**src/rtl/capacity_request_gen.sv**
```systemverilog
// rtl/capacity_request_gen.sv - elevator capacity request producer
// Counts boarding/leaving passengers and hands a settled occupancy to the capacity check.
module capacity_request_gen #(
    parameter int WIDTH  = 4,
    parameter int SETTLE = 8,
    parameter int SET_W  = 4
) (
    input  logic             clk,
    input  logic             rst_n,
    input  logic             door_open,
    input  logic             enter,
    input  logic             exit,
    input  logic [WIDTH-1:0] cap_max,
    input  logic             req_ack,
    output logic [WIDTH-1:0] cap_curr,
    output logic [WIDTH-1:0] cap_des,
    output logic             req_valid,
    output logic             overload,
    output logic             door_close_ok
);

    typedef enum logic [2:0] {
        S_IDLE,
        S_BOARD,
        S_SETTLE,
        S_HOLD,
        S_REQ
    } state_t;

    localparam logic [WIDTH-1:0] CAP_TOP   = '1;
    localparam logic [SET_W-1:0] SETTLE_LD = SET_W'(SETTLE);
    localparam logic [SET_W-1:0] SETTLE_END = SET_W'(1);

    state_t           state_q, state_d;
    logic [WIDTH-1:0] cap_curr_q, cap_curr_d;
    logic [WIDTH-1:0] cap_des_q, cap_des_d;
    logic [WIDTH-1:0] cap_counted;
    logic [SET_W-1:0] settle_q, settle_d;
    logic             req_valid_q, req_valid_d;
    logic             overload_q, overload_d;
    logic             door_close_ok_q, door_close_ok_d;
    logic             any_evt;

    assign any_evt = enter | exit;

    // Simultaneous enter and exit cancel out; both directions saturate.
    always_comb begin
        cap_counted = cap_des_q;
        if (enter && !exit && cap_des_q != CAP_TOP) begin
            cap_counted = cap_des_q + 1'b1;
        end else if (exit && !enter && cap_des_q != '0) begin
            cap_counted = cap_des_q - 1'b1;
        end
    end

    always_comb begin
        state_d         = state_q;
        cap_curr_d      = cap_curr_q;
        cap_des_d       = cap_des_q;
        settle_d        = settle_q;
        req_valid_d     = req_valid_q;
        overload_d      = overload_q;
        door_close_ok_d = 1'b0;
        case (state_q)
            S_IDLE: begin
                if (door_open) begin
                    cap_des_d = cap_curr_q;
                    state_d   = S_BOARD;
                end
            end
            S_BOARD: begin
                cap_des_d = cap_counted;
                if (!door_open) begin
                    settle_d = SETTLE_LD;
                    state_d  = S_SETTLE;
                end
            end
            S_SETTLE: begin
                cap_des_d = cap_counted;
                if (door_open) begin
                    state_d = S_BOARD;
                end else if (any_evt) begin
                    settle_d = SETTLE_LD;
                end else if (settle_q == SETTLE_END) begin
                    settle_d = '0;
                    if (cap_des_q > cap_max) begin
                        overload_d = 1'b1;
                        state_d    = S_HOLD;
                    end else begin
                        req_valid_d = 1'b1;
                        state_d     = S_REQ;
                    end
                end else begin
                    settle_d = settle_q - 1'b1;
                end
            end
            S_HOLD: begin
                // The value released to REQ is the one just validated, so no count on exit.
                if (cap_des_q <= cap_max) begin
                    overload_d  = 1'b0;
                    req_valid_d = 1'b1;
                    state_d     = S_REQ;
                end else begin
                    cap_des_d = cap_counted;
                end
            end
            S_REQ: begin
                if (req_ack) begin
                    cap_curr_d      = cap_des_q;
                    req_valid_d     = 1'b0;
                    door_close_ok_d = 1'b1;
                    state_d         = S_IDLE;
                end
            end
            default: begin
                state_d     = S_IDLE;
                req_valid_d = 1'b0;
                overload_d  = 1'b0;
            end
        endcase
    end

    always_ff @(posedge clk or negedge rst_n) begin
        if (!rst_n) begin
            state_q         <= S_IDLE;
            cap_curr_q      <= '0;
            cap_des_q       <= '0;
            settle_q        <= '0;
            req_valid_q     <= 1'b0;
            overload_q      <= 1'b0;
            door_close_ok_q <= 1'b0;
        end else begin
            state_q         <= state_d;
            cap_curr_q      <= cap_curr_d;
            cap_des_q       <= cap_des_d;
            settle_q        <= settle_d;
            req_valid_q     <= req_valid_d;
            overload_q      <= overload_d;
            door_close_ok_q <= door_close_ok_d;
        end
    end

    assign cap_curr      = cap_curr_q;
    assign cap_des       = cap_des_q;
    assign req_valid     = req_valid_q;
    assign overload      = overload_q;
    assign door_close_ok = door_close_ok_q;

endmodule

```
**config.mk**
```make
export PLATFORM = sky130hd
export DESIGN_NAME = capacity_request_gen
export DESIGN_NICKNAME = d
export VERILOG_FILES = /design/src/rtl/capacity_request_gen.sv
export SDC_FILE = /design/constraint.sdc
export NUM_CORES = 1
export LEC_CHECK = 0
export ABC_CLOCK_PERIOD_IN_PS = 2000
export CORE_UTILIZATION = 49
export CTS_BUF_LIST = sky130_fd_sc_hd__clkbuf_8
export CTS_CLUSTER_SIZE = 25
export DETAILED_ROUTE_END_ITERATION = 7
export HOLD_SLACK_MARGIN = 0.06
export PLACE_DENSITY = 0.89
export SLEW_MARGIN = 25
export SYNTH_ARGS = -nofsm -noshare
export SYNTH_HDL_FRONTEND = slang
export SYNTH_SLANG_ARGS = --single-unit
export TNS_END_PERCENT = 50
```
**constraint.sdc**
```tcl
create_clock -name clk -period 2 [get_ports clk]
set_input_delay 0.2 -clock clk [delete_from_list [all_inputs] [get_ports clk]]
set_output_delay 0.2 -clock clk [all_outputs]
set_load 0.1 [all_outputs]
```
==> impl_metrics.yaml, run 1 <==
die:
  boundaryPins: 21
  rows: 17
  floorplan.initialDensity_pct: 53.39
  die_h_um: 51.56
  core_region_area_mm2: 0.002255
  die_outline_area_mm2: 0.002658
  die_width_um: 51.56
cells_and_area:
  design_area_mm2: 0.001675
  finish.net_count: 184
  mostFrequentLayoutCell: "buf_4"
  mostFrequentLayoutCells: "buf_4, dfrtp_1, inv_1, nor2_1, clkdlybuf4s50_1"
  syn2layout_area_growth_pct: 39.19
  antenna_diode_count: 0
  drive_above_1_share_pct: 36.59
global_route:
  grt_antenna_before_repair: 0
  grt_pass1_wl_um: 5099
  grt_max_degree: 19
  gr-total-overflow: 0
  grtUsageTotal_pct: 26.08
  grt_pass1_vias: 1144
timing:
  finalWorstSetupSlack_ps: -30.81
  setup_viol: 3
  min_clock_period_post_route_ps: 2031
  clock-skew-final_ps: 2.408
  maxClockFrequency_mhz: 492.4
  worst-slew-pin-transition_ps: 461.9
  maxSlewHeadroom_pct: 69.09
  rsz0062_at_grt: "true"
  timing.final.max_slew_violations: 0
  fin_crit_sh_pct: 101.5
  timing.final.hold_violations: 0
drt:
  remaining_drc_errors: 0
  antenna_violating_nets_remaining: 0
  vias_per_cell: 6.036
  avgRoutedWirePerCell_um: 16.56
  routed-via-count: 1159
  dr.first_iter.drc_count: 39
  route.final.wire_length_um: 3179
  drtPass1Iterations: 4
clocking:
  cts.root.buffer_cell: "clkbuf_8"
  clock_path_buffers: 2
  number_of_clock_sinks: 18
  clock_insertion_delay_worst_skew_ps: 250
  cts-buffers-inserted: 3
  cts.reportedPaths.clkPinSlew_ps: 70
  cts_hold_buffers: 0
  cts_htree_levels: 1
  cts_tree: "built"
logic_synthesis:
  synth_sequential_area_ratio_pct: 37.42
  ys_async_sr_fraction_pct: 100.0
  synth_nets: 143
  synthesis.area_per_instance_um2: 9.707
  synth-edff-count: 0
  synth_cell_types: 42
  synth.ff_latch_count: 18
  yosysWarningCount: 0
  synth_cells: 124
  most_instantiated_flip_flop_cell_in_the_synthesis_netlist: "dfrtp_1"
  mappedNetlistArea_mm2: 0.001204
pwr:
  ir_worst_vdd_v: 0.001482
  static-leakage-power_nw: 0.7329
  power_mw: 3.016
  power_density_mw_per_mm2: 1800
status:
  outcome: "complete, but fails checks"
  violations: "setup timing"
place:
  placement.cell_area_mm2: 0.001574
  io_buffers: 20
  hpwlAfterDp_um: 2391
  routabilityCongestion: 0.8512
critical_path:
  required_ps: 2140
  cp_max_fo: 4
  endpoint_kind: "register"
  worst-setup-path-type: "reg2reg"
  worstPathArrival_ps: 2170
  timing.critical_path.from_type: "register"
min_path:
  hold_class: "in2async"
flow_run:
  cap_violations: 0
-- synth_stat cells (2+ instances only) --
cell type | instances | area (um^2)
o31a_1 | 2 | 17.52
nor2_1 | 9 | 33.78
inv_1 | 10 | 37.54
nand2_1 | 8 | 30.03
o211ai_1 | 4 | 30.03
nor2b_1 | 2 | 12.51
xnor2_1 | 2 | 17.52
mux2_2 | 8 | 90.09
nand4_1 | 2 | 12.51
clkbuf_1 | 2 | 7.510
o31ai_1 | 4 | 30.03
ha_1 | 8 | 100.1
or3_1 | 2 | 12.51
o21ai_0 | 7 | 35.03
a21oi_1 | 7 | 35.03
nand3_1 | 4 | 20.02
dfrtp_1 | 18 | 450.4
-- worst paths after layout --
kind	from	endpoint	slack, ps	depth (start not counted)
worst min register to register	req_valid$_DFFE_PN0P_	req_valid$_DFFE_PN0P_	520	2
worst max register to register	cap_des[2]$_DFFE_PN0P_	cap_des[3]$_DFFE_PN0P_	-30	6
worst min-delay path	rst_n	req_valid$_DFFE_PN0P_	270	2
min in group clk	req_valid$_DFFE_PN0P_	req_valid$_DFFE_PN0P_	520	2
worst max-delay path	cap_des[2]$_DFFE_PN0P_	cap_des[3]$_DFFE_PN0P_	-30	6
max in group asynchronous	rst_n	cap_des[2]$_DFFE_PN0P_	1510	2
-- layout make-up --
cell class,count,area [um^2]
Timing Repair Buffer,41,330.3
Clock buffer,4,55.05
Sequential cell,18,465.4
Multi-Input combinational cell,91,752.0
Tap cell,28,35.03
Fill cell,160,579.3
Inverter,10,37.54
-- flip-flops by register name, summed over array words and instances (netlist names) --
| register | cells |
|---|---|
| state_q | 3 |
| req_valid | 1 |
| cap_des | 4 |
| settle_q | 4 |
| cap_curr | 4 |
| overload | 1 |
| door_close_ok | 1 |
-- worst max-delay path, stage by stage, from the launching register on --
cell and delay (ps):
dfrtp_4 510, ha_4 260, a21o_1 220, a2111oi_4 330
nor4_2 110, o31ai_2 100, mux2_2 380
-- per-layer routing --
| metal | up-vias | GRT usage (%) | share of wire (%) |
|---|---|---|---|
| li1 | 540 | - | - |
| met1 | 564 | 30.89 | 39 |
| met2 | 49 | 48.27 | 55 |
| met3 | 6 | 2.339 | 4.2 |
| met4 | 0 | 9.910 | 1.4 |
| met5 | - | 0 | 0 |
-- repair_timing --
action / 4_1_cts / 5_1_grt
endpoints found under the hold margin: 0 / 0
buffers inserted: 3 / 0
resized for setup: 0 / 5
setup endpoints to repair: 3 / 4
pin swaps: 3 / 1
-- per-stage QoR --
stage | instances | TNS (ps) | setup slack (ps) | utilization (%) | hold slack, ps
final | 192 | -78.62 | -30.81 | 74.31 | 268.0
after global routing | 192 | -321.1 | -100.2 | 74.31 | 296.8
after CTS | 192 | -69.28 | -27.53 | 73.25 | 280.8
after detailed placement | 185 | -1026 | -226.5 | 69.81 | 507.6
after global placement | 185 | -620.3 | -201.6 | 69.81 | 499.9
after floorplan | 124 | -419.4 | -139.8 | - | -95.59
-- logic make-up after synthesis --
group | Yosys count | share of synthesized area (%)
mux | 8 | 7.485
xor+xnor | 2 | 1.456
simple gates | 36 | 16.22
fa+ha+maj | 9 | 9.980
buf+inv | 15 | 5.718
flops | 18 | 37.42
compound gates | 36 | 21.73
-- report_power, final --
group          internal, mW  switching, mW  total (mW)
registers             0.529          0.186       0.715
clock network         0.175          0.122       0.296
logic                 0.744           1.26        2.00
(Power assumes the default switching activity.)
==> inputs of run 2 (changes only) <==
--- a/config.mk
+++ b/config.mk
@@ -8,9 +8,11 @@
 export ABC_CLOCK_PERIOD_IN_PS = 2000
 export CORE_UTILIZATION = 49
 export CTS_BUF_LIST = sky130_fd_sc_hd__clkbuf_8
+export CTS_CLUSTER_DIAMETER = 30
 export CTS_CLUSTER_SIZE = 25
 export DETAILED_ROUTE_END_ITERATION = 7
 export HOLD_SLACK_MARGIN = 0.06
+export MAX_ROUTING_LAYER = met4
 export PLACE_DENSITY = 0.89
 export SLEW_MARGIN = 25
 export SYNTH_ARGS = -nofsm -noshare
==> run 2 against run 1 <==
The run still ends with setup timing left. Critical endpoint unchanged. Clock power about the same. Via count up 2.1%. Largest power group unchanged. Core utilization is the same. Flip-flop and latch count unchanged. Non-clock buffer count stayed put. First-iteration DRC count down 5.1%. Clock skew shrank 1.4 ps. Clock-buffer cell count stayed put. Cell area unchanged. Register-to-register slack is essentially flat.
==> impl_metrics.yaml, run 2 (synthesized netlist as in run 1, its figures left out) <==
clocking:
  cts.reportedPaths.clkPinSlew_ps: 70
  cts_htree_levels: 1
  cts_tree: "built"
  clock_insertion_delay_worst_skew_ps: 250
  clock_path_buffers: 2
  cts.root.buffer_cell: "clkbuf_8"
  number_of_clock_sinks: 18
  cts-buffers-inserted: 3
die:
  boundaryPins: 21
  die_width_um: 51.56
  rows: 17
  die_h_um: 51.56
  core_region_area_mm2: 0.002255
  die_outline_area_mm2: 0.002658
  floorplan.initialDensity_pct: 53.39
timing:
  setup_total_negative_slack_ps: -85.68
  fin_crit_sh_pct: 101.7
  timing.final.hold_violations: 0
  maxClockFrequency_mhz: 491.8
  setup_viol: 3
  timing.final.max_slew_violations: 0
  rsz0062_at_grt: "true"
  hold-worst-slack_ps: 268.4
  finalWorstSetupSlack_ps: -33.40
  maxSlewHeadroom_pct: 69.66
  clock-skew-final_ps: 1.019
  min_clock_period_post_route_ps: 2033
  worst-slew-pin-transition_ps: 453.4
cells_and_area:
  syn2layout_area_growth_pct: 39.19
  finish.net_count: 184
  layoutNonFillerInstCount: 192
  antenna_diode_count: 0
  drive_above_1_share_pct: 36.59
  mostFrequentLayoutCell: "buf_4"
  mostFrequentLayoutCells: "buf_4, dfrtp_1, inv_1, nor2_1, clkdlybuf4s50_1"
drt:
  drtPass1Iterations: 4
  remaining_drc_errors: 0
  avgRoutedWirePerCell_um: 16.56
  route.final.wire_length_um: 3179
  antenna_violating_nets_remaining: 0
  routed-via-count: 1183
  dr.first_iter.drc_count: 37
  vias_per_cell: 6.161
status:
  violations: "setup timing"
  outcome: "complete, but fails checks"
global_route:
  gr-total-overflow: 0
  grt_max_degree: 19
  grt_pass1_wl_um: 5099
  grtUsageTotal_pct: 26.78
  grt_antenna_before_repair: 0
  grt_pass1_vias: 1142
critical_path:
  endpoint_kind: "register"
  required_ps: 2140
  cp_max_fo: 4
  worst-r2r-setup-slack_ps: -30
  timing.critical_path.from_type: "register"
  worst-setup-path-type: "reg2reg"
  worstPathArrival_ps: 2170
flow_run:
  cap_violations: 0
pwr:
  power_density_mw_per_mm2: 1801
  static-leakage-power_nw: 0.7329
  power_mw: 3.017
  ir_worst_vdd_v: 0.001481
place:
  hpwlAfterDp_um: 2391
  dp_slack_ps: -226.5
  place.detailed.instances: 185
  routabilityCongestion: 0.8648
  io_buffers: 20
min_path:
  hold_class: "in2async"
[run 2: critical path: stages, from the launching register on]
cell and delay [ps]:
dfrtp_4 510, ha_4 260, a21o_1 220, a2111oi_4 330, nor4_2 110, o31ai_2 100
mux2_2 380
[run 2: metrics by stage]
stage	cell area [um^2]	utilization, %
after detailed placement	1574	69.81
after global placement	1574	69.81
after CTS	1652	73.25
final	1675	74.31
after global routing	1675	74.31
after floorplan	1262	-
[run 2: what timing repair did]
item,CTS,global route
setup endpoints to repair,3,4
pin swaps,3,1
buffers inserted,3,0
resized for setup,0,5
hold buffers,0,0
[run 2: where the power goes]
group	total, mW	switching (mW)	internal [mW]	leakage [nW]
Clock	0.295	0.120	0.175	0.0288
Sequential	0.715	0.186	0.529	0.225
Combinational	2.01	1.26	0.744	0.479
[run 2: path summary, 6_finish.rpt]
path	startpoint	to	cells past startpoint
min	rst_n	state_q[0]$_DFFE_PN0P_	2
min reg2reg	req_valid$_DFFE_PN0P_	req_valid$_DFFE_PN0P_	2
max reg2reg	cap_des[2]$_DFFE_PN0P_	cap_des[3]$_DFFE_PN0P_	6
max in group asynchronous	rst_n	cap_des[3]$_DFFE_PN0P_	2
max	cap_des[2]$_DFFE_PN0P_	cap_des[3]$_DFFE_PN0P_	6
min in group clk	req_valid$_DFFE_PN0P_	req_valid$_DFFE_PN0P_	2
[run 2: area by class of cell]
class,instances,area (um^2)
Clock buffer,4,55.05
Fill cell,160,579.3
Inverter,10,37.54
Multi-Input combinational cell,91,752.0
Sequential cell,18,465.4
Tap cell,28,35.03
Timing Repair Buffer,41,330.3
[run 2: metal layers]
metal | wire length [um] | share of wire, % | global-route usage [%] | vias up
li1 | - | - | - | 537
met1 | 1163 | 37 | 30.89 | 572
met2 | 1764 | 55 | 48.27 | 66
met3 | 199 | 6.3 | 2.339 | 8
met4 | 51 | 1.6 | 9.910 | 0
met5 | 0 | 0 | - | -
